--- src/rtl/trap_ctrl.sv ---
// Machine-mode trap sequencer: arbitrates exception / mret / interrupt, drains the
// pipeline, commits the trap CSR update in one pulse and redirects fetch.

package enums;
   typedef enum logic [31:0] {
      MCAUSE_INSTR_MISALIGNED = 32'h0000_0000,
      MCAUSE_INSTR_FAULT      = 32'h0000_0001,
      MCAUSE_ILLEGAL_INSTR    = 32'h0000_0002,
      MCAUSE_BREAKPOINT       = 32'h0000_0003,
      MCAUSE_LOAD_MISALIGNED  = 32'h0000_0004,
      MCAUSE_LOAD_FAULT       = 32'h0000_0005,
      MCAUSE_STORE_MISALIGNED = 32'h0000_0006,
      MCAUSE_STORE_FAULT      = 32'h0000_0007,
      MCAUSE_ECALL_M          = 32'h0000_000B,
      MCAUSE_MSI              = 32'h8000_0003,
      MCAUSE_MTI              = 32'h8000_0007,
      MCAUSE_MEI              = 32'h8000_000B
   } mcause_t;
endpackage

module trap_ctrl
   import enums::*;
#(
   parameter int DRAIN_TIMEOUT = 16
) (
   input  logic         clk_i,
   input  logic         rst_i,
   input  logic         exc_valid_i,
   input  mcause_t      exc_cause_i,
   input  logic [31:0]  exc_pc_i,
   input  logic [31:0]  exc_tval_i,
   input  logic         mret_valid_i,
   input  logic         bnd_valid_i,
   input  logic [31:0]  bnd_pc_i,
   output logic         evt_ready_o,
   input  logic         mie_i,
   input  logic         mpie_i,
   input  logic         meip_i,
   input  logic         msip_i,
   input  logic         mtip_i,
   input  logic         meie_i,
   input  logic         msie_i,
   input  logic         mtie_i,
   input  logic [29:0]  mtvec_base_i,
   input  logic [31:0]  mepc_i,
   output logic         flush_req_o,
   input  logic         flush_ack_i,
   output logic         csr_trap_we_o,
   output logic [31:0]  mepc_wd_o,
   output mcause_t      mcause_wd_o,
   output logic [31:0]  mtval_wd_o,
   output logic         mie_wd_o,
   output logic         mpie_wd_o,
   output logic         redir_valid_o,
   output logic [31:0]  redir_pc_o,
   input  logic         redir_ready_i,
   output logic         drain_timeout_o
);

   typedef enum logic [1:0] {
      ST_IDLE     = 2'd0,
      ST_DRAIN    = 2'd1,
      ST_COMMIT   = 2'd2,
      ST_REDIRECT = 2'd3
   } state_t;

   localparam logic [4:0] LAST_CNT = 5'(DRAIN_TIMEOUT - 1);

   state_t       state_q;
   logic [4:0]   cnt_q;
   logic         is_mret_q;
   mcause_t      cause_q;
   logic [31:0]  pc_q;
   logic [31:0]  tval_q;
   logic         mie_q;
   logic         mpie_q;
   logic [29:0]  mtvec_q;

   logic         evt_ready_q;
   logic         flush_req_q;
   logic         csr_trap_we_q;
   logic [31:0]  mepc_wd_q;
   mcause_t      mcause_wd_q;
   logic [31:0]  mtval_wd_q;
   logic         mie_wd_q;
   logic         mpie_wd_q;
   logic         redir_valid_q;
   logic [31:0]  redir_pc_q;
   logic         drain_timeout_q;

   logic [2:0]   irq_hit;
   logic         accept_d;
   logic         is_mret_d;
   mcause_t      cause_d;
   logic [31:0]  pc_d;
   logic [31:0]  tval_d;

   assign irq_hit = {meip_i & meie_i, msip_i & msie_i, mtip_i & mtie_i};

   // Event selection: exception > mret > interrupt (MEI > MSI > MTI).
   always_comb begin
      accept_d  = 1'b0;
      is_mret_d = 1'b0;
      cause_d   = MCAUSE_INSTR_MISALIGNED;
      pc_d      = 32'd0;
      tval_d    = 32'd0;
      if (exc_valid_i) begin
         accept_d = 1'b1;
         cause_d  = exc_cause_i;
         pc_d     = exc_pc_i;
         tval_d   = exc_tval_i;
      end else if (mret_valid_i) begin
         accept_d  = 1'b1;
         is_mret_d = 1'b1;
         pc_d      = mepc_i;
      end else if (bnd_valid_i && mie_i && (irq_hit != 3'b000)) begin
         accept_d = 1'b1;
         pc_d     = bnd_pc_i;
         if (irq_hit[2]) begin
            cause_d = MCAUSE_MEI;
         end else if (irq_hit[1]) begin
            cause_d = MCAUSE_MSI;
         end else begin
            cause_d = MCAUSE_MTI;
         end
      end else begin
         accept_d = 1'b0;
      end
   end

   // Sequencer FSM with all outputs registered.
   always_ff @(posedge clk_i) begin
      if (rst_i) begin
         state_q         <= ST_IDLE;
         cnt_q           <= 5'd0;
         is_mret_q       <= 1'b0;
         cause_q         <= MCAUSE_INSTR_MISALIGNED;
         pc_q            <= 32'd0;
         tval_q          <= 32'd0;
         mie_q           <= 1'b0;
         mpie_q          <= 1'b0;
         mtvec_q         <= 30'd0;
         evt_ready_q     <= 1'b1;
         flush_req_q     <= 1'b0;
         csr_trap_we_q   <= 1'b0;
         mepc_wd_q       <= 32'd0;
         mcause_wd_q     <= MCAUSE_INSTR_MISALIGNED;
         mtval_wd_q      <= 32'd0;
         mie_wd_q        <= 1'b0;
         mpie_wd_q       <= 1'b0;
         redir_valid_q   <= 1'b0;
         redir_pc_q      <= 32'd0;
         drain_timeout_q <= 1'b0;
      end else begin
         case (state_q)
            ST_IDLE: begin
               if (accept_d) begin
                  // CSR-side inputs are only trusted while ready, so capture them now.
                  state_q     <= ST_DRAIN;
                  cnt_q       <= 5'd0;
                  is_mret_q   <= is_mret_d;
                  cause_q     <= cause_d;
                  pc_q        <= pc_d;
                  tval_q      <= tval_d;
                  mie_q       <= mie_i;
                  mpie_q      <= mpie_i;
                  mtvec_q     <= mtvec_base_i;
                  evt_ready_q <= 1'b0;
                  flush_req_q <= 1'b1;
               end
            end
            ST_DRAIN: begin
               if (flush_ack_i || (cnt_q == LAST_CNT)) begin
                  state_q       <= ST_COMMIT;
                  flush_req_q   <= 1'b0;
                  csr_trap_we_q <= 1'b1;
                  if (!flush_ack_i) begin
                     drain_timeout_q <= 1'b1;
                  end
                  mepc_wd_q <= {pc_q[31:2], 2'b00};
                  // mret leaves mcause/mtval at the last values this block wrote.
                  if (is_mret_q) begin
                     mie_wd_q   <= mpie_q;
                     mpie_wd_q  <= 1'b1;
                     redir_pc_q <= pc_q;
                  end else begin
                     mcause_wd_q <= cause_q;
                     mtval_wd_q  <= tval_q;
                     mpie_wd_q   <= mie_q;
                     mie_wd_q    <= 1'b0;
                     redir_pc_q  <= {mtvec_q, 2'b00};
                  end
               end else begin
                  cnt_q <= cnt_q + 5'd1;
               end
            end
            ST_COMMIT: begin
               state_q       <= ST_REDIRECT;
               csr_trap_we_q <= 1'b0;
               redir_valid_q <= 1'b1;
            end
            ST_REDIRECT: begin
               if (redir_ready_i) begin
                  state_q       <= ST_IDLE;
                  redir_valid_q <= 1'b0;
                  evt_ready_q   <= 1'b1;
               end
            end
            default: begin
               state_q       <= ST_IDLE;
               evt_ready_q   <= 1'b1;
               flush_req_q   <= 1'b0;
               csr_trap_we_q <= 1'b0;
               redir_valid_q <= 1'b0;
            end
         endcase
      end
   end

   assign evt_ready_o     = evt_ready_q;
   assign flush_req_o     = flush_req_q;
   assign csr_trap_we_o   = csr_trap_we_q;
   assign mepc_wd_o       = mepc_wd_q;
   assign mcause_wd_o     = mcause_wd_q;
   assign mtval_wd_o      = mtval_wd_q;
   assign mie_wd_o        = mie_wd_q;
   assign mpie_wd_o       = mpie_wd_q;
   assign redir_valid_o   = redir_valid_q;
   assign redir_pc_o      = redir_pc_q;
   assign drain_timeout_o = drain_timeout_q;

endmodule

--- config.mk ---
export PLATFORM = sky130hd
export DESIGN_NAME = trap_ctrl
export DESIGN_NICKNAME = d
export VERILOG_FILES = /design/src/rtl/trap_ctrl.sv
export SDC_FILE = /design/constraint.sdc
export NUM_CORES = 1
export LEC_CHECK = 0
export CORE_ASPECT_RATIO = 2
export CORE_MARGIN = 2
export CORE_UTILIZATION = 41
export DETAILED_ROUTE_END_ITERATION = 10
export PLACE_DENSITY = 0.76
export SYNTH_ARGS = -nofsm -noshare
export SYNTH_HDL_FRONTEND = slang
export SYNTH_SLANG_ARGS = --single-unit
--- constraint.sdc ---
create_clock -name clk_i -period 1.93 [get_ports clk_i]
set_clock_uncertainty 0.15 [all_clocks]
set_input_delay 0.386 -clock clk_i [delete_from_list [all_inputs] [get_ports clk_i]]
set_output_delay 0.386 -clock clk_i [all_outputs]
set_load 0.02 [all_outputs]
==> flow_metrics.py <==
metrics = {
    "global_routing": {
        "antenna_found_initial": 0,
        "grtUsageTotal_pct": 24.63,
        "grt_pass1_wl_mm": 51.95,
        "grt_pass1_vias": 10000,
        "grt_max_degree": 66,
        "grt_overflow_total": 0,
    },
    "clock_tree": {
        "cts_buffers": 24,
        "ctsLongestPathBuffers": 3,
        "cts_tree": "yes",
        "cts-root-buf": "clkbuf_16",
        "htreeDepth": 1,
        "cts.sinks": 269,
        "path_clk_slew_ns": 0.07,
        "holdBufCountCts": 0,
        "clk_latency_ns": 0.53,
    },
    "die": {
        "ios": 340,
        "dieArea_um2": 26460,
        "start_util_pct": 41.44,
        "die_h_um": 228.0,
        "fp.dieW_um": 116.0,
        "rows": 82,
        "core_um2": 24830,
    },
    "synthesis": {
        "syn_avg_cell_area_um2": 8.582,
        "yosysSeqAreaShare_pct": 52.33,
        "ys_ff_latch": 269,
        "synthArstFlopShare_pct": 0,
        "synth_edf_count": 0,
        "synth.distinct_cells": 43,
        "synth_cells": 1199,
        "syn_area_um2": 10290,
        "ys.flop_type": "dfxtp_1",
        "yosysWarnings": 0,
    },
    "sta": {
        "setup_ws_ns": -0.03631,
        "min_period_over_period_pct": 101.9,
        "max_freq_mhz": 508.6,
        "holdWs_ns": 0.2183,
        "rsz0062_at_grt": "yes",
        "setup-violations-final": 3,
        "period_needed_ns": 1.966,
        "hold_violations": 0,
        "maxSlewViolCount": 0,
        "fin_setup_tns_ns": -0.07581,
    },
    "worst_setup_path": {
        "reg2reg_slack_ns": -0.04,
        "worstPathMaxFanout": 4,
        "path_class": "register to register",
        "arrival_ns": 2.26,
        "ff2ff_path_depth": 6,
        "start_kind": "register",
        "cpMostUsedCell": "ha_4",
        "endpoint_kind": "register",
        "cpPeakStageDelay_ns": 0.40,
        "timing.rr.end": "cnt_q[4]",
        "r2r_start": "cnt_q[0]",
        "path_cells": "ha_4 -> and3_4 -> ha_4 -> or3b_4 -> or3_4 -> a21oi_2",
        "crit_slowest_cell": "or3b_4",
        "cp.required_ns": 2.22,
    },
    "route": {
        "wire_per_inst_um": 18.70,
        "drt-vias-per-instance": 5.439,
        "num_vias": 10220,
        "routed_wl_mm": 35.13,
        "first_pass_iters": 5,
        "ant_nets": 0,
        "drt-initial-drc-count": 843,
        "drc": 0,
    },
    "placed_design": {
        "pre_cts_slack_ns": -0.6108,
        "io_buffers": 337,
        "finalWeightedCongestion": 0.9053,
        "placed_cell_area_um2": 14360,
        "dpl.hpwl_mm": 23.32,
    },
    "run_status": {
        "violations": "negative setup slack",
        "status": "complete, but fails checks",
    },
    "run": {
        "maxCapViolCount": 0,
    },
    "hold_path": {
        "hold_class": "primary input to register",
        "worstHoldStart": "rst_i",
        "worstHoldPathCells": 2,
        "min_to": "mepc_wd_o[24]",
    },
    "final_layout": {
        "fin_area_um2": 15520,
        "antenna_cells": 0,
        "final_net_count": 1740,
        "layout-drive-gt1-share_pct": 10.89,
        "synthToLayoutAreaGrowth_pct": 50.86,
    },
    "pwr": {
        "power_density_nw_per_um2": 1212,
        "p_leak_nw": 6.155,
        "total_power_mw": 18.82,
        "peakVddDrop_uv": 577.9,
    },
}
==> kinds of logic after synthesis <==
family | synth area share (%)
and+or+nand+nor | 15.73
AOI/OAI and AO/OA | 23.01
other | 0.03644
DFF | 52.33
buffers and inverters | 5.119
muxes | 2.918
adders and majority gates | 0.8511
==> through the flow <==
stage,util (%),std cells
after floorplan,-,1200
after global placement,57.85,1824
after detailed placement,57.85,1824
after CTS,61.42,1869
after global routing,62.52,1879
final,62.52,1879
==> sequential cells by signal, summed over array words and instances, names as in the netlist, 2 cells and up <==
| register | cells |
|---|---|
| cause_q | 32 |
| cnt_q | 5 |
| mcause_wd_o | 32 |
| mepc_wd_o | 30 |
| mtval_wd_o | 32 |
| mtvec_q | 30 |
| pc_q | 32 |
| redir_pc_o | 32 |
| state_q | 2 |
| tval_q | 32 |
==> synth_stat cells, types with 4 or more instances <==
cell type,instances,share of area [%]
clkbuf_1,65,2.4
nor3_1,7,0.34
nand2_1,258,9.4
o21ai_0,8,0.39
mux2i_1,30,2.9
o31ai_1,34,2.5
ha_1,7,0.85
a211oi_1,31,2.3
buf_2,31,1.5
a311oi_1,34,2.9
a21oi_1,139,6.8
buf_1,7,0.26
nor2_1,135,4.9
dfxtp_1,269,52
buf_4,9,0.66
inv_1,6,0.22
a22oi_1,93,6.8
nand3_1,4,0.19
==> cells in the final DEF (no fill, tap or decap), types with 4 or more instances in the layout <==
cell             count
dlygate4sd2_1      133
dlymetal6s2s_1       5
nand2_1            248
a21oi_2             11
o21ai_0              7
clkdlybuf4s50_1    197
a311oi_1            34
buf_6                7
a22oi_1             93
a21oi_1            128
dfxtp_1            266
buf_12              22
clkbuf_16           29
nor3_1               7
a211oi_1            29
inv_1                4
mux2i_1             30
nor2_1             134
clkbuf_8             6
nand3_1              4
buf_16               4
ha_1                 4
buf_4               39
nand2_2             10
o31ai_1             34
==> final cells by class <==
type	instances	area (um^2)
clock buffers	33	705.7
clock inverters	8	121.4
fillers	2088	9305
inverters	6	22.52
multi-input cells	812	4577
flip-flops and latches	269	5389
well taps	336	420.4
repair buffers	415	4288
==> timing repair <==
action	4_1_cts	5_1_grt
pin swaps	5	14
buffers inserted	0	3
resized for setup	160	34
gates cloned	4	7
endpoints found under the setup margin	228	100
==> worst max-delay path by stage <==
stage | from | endpoint | slack (ns) | cells after the start
floorplan | cnt_q[0] | cnt_q[4] | -0.03 | 6
detailed placement | msip_i | pc_q[13] | -0.61 | 7
global placement | meip_i | pc_q[10] | -0.53 | 7
global route | cnt_q[0] | cnt_q[4] | -0.07 | 6
finish | cnt_q[0] | cnt_q[4] | -0.04 | 6
CTS | meip_i | pc_q[13] | -0.03 | 7
==> routing by layer <==
layer | GRT usage [%] | routed length [um] | up-vias | part of all wire [%]
li1 | - | - | 4845 | -
met1 | 29.92 | 13820 | 4800 | 39
met2 | 42.12 | 17080 | 493 | 49
met3 | 5.128 | 2961 | 81 | 8.4
met4 | 9.338 | 1271 | 0 | 3.6
met5 | 0 | 0 | - | 0
==> power by group <==
part	leakage [nW]	switching [mW]	internal, mW	total [mW]
sequential	2.20	0.660	6.57	7.23
clock	0.406	2.09	2.96	5.05
combinational	3.55	3.71	2.83	6.54
total	6.15	6.46	12.4	18.8
==> critical path, delay by kind of cell, from the launching register on <==
kind	cells	cell delay, ns
and+or+nand+nor	3	0.92
adders and majority gates	2	0.33
DFF	1	0.34
AOI/OAI and AO/OA	1	0.15
No activity file was read; power rests on OpenSTA's default activity.
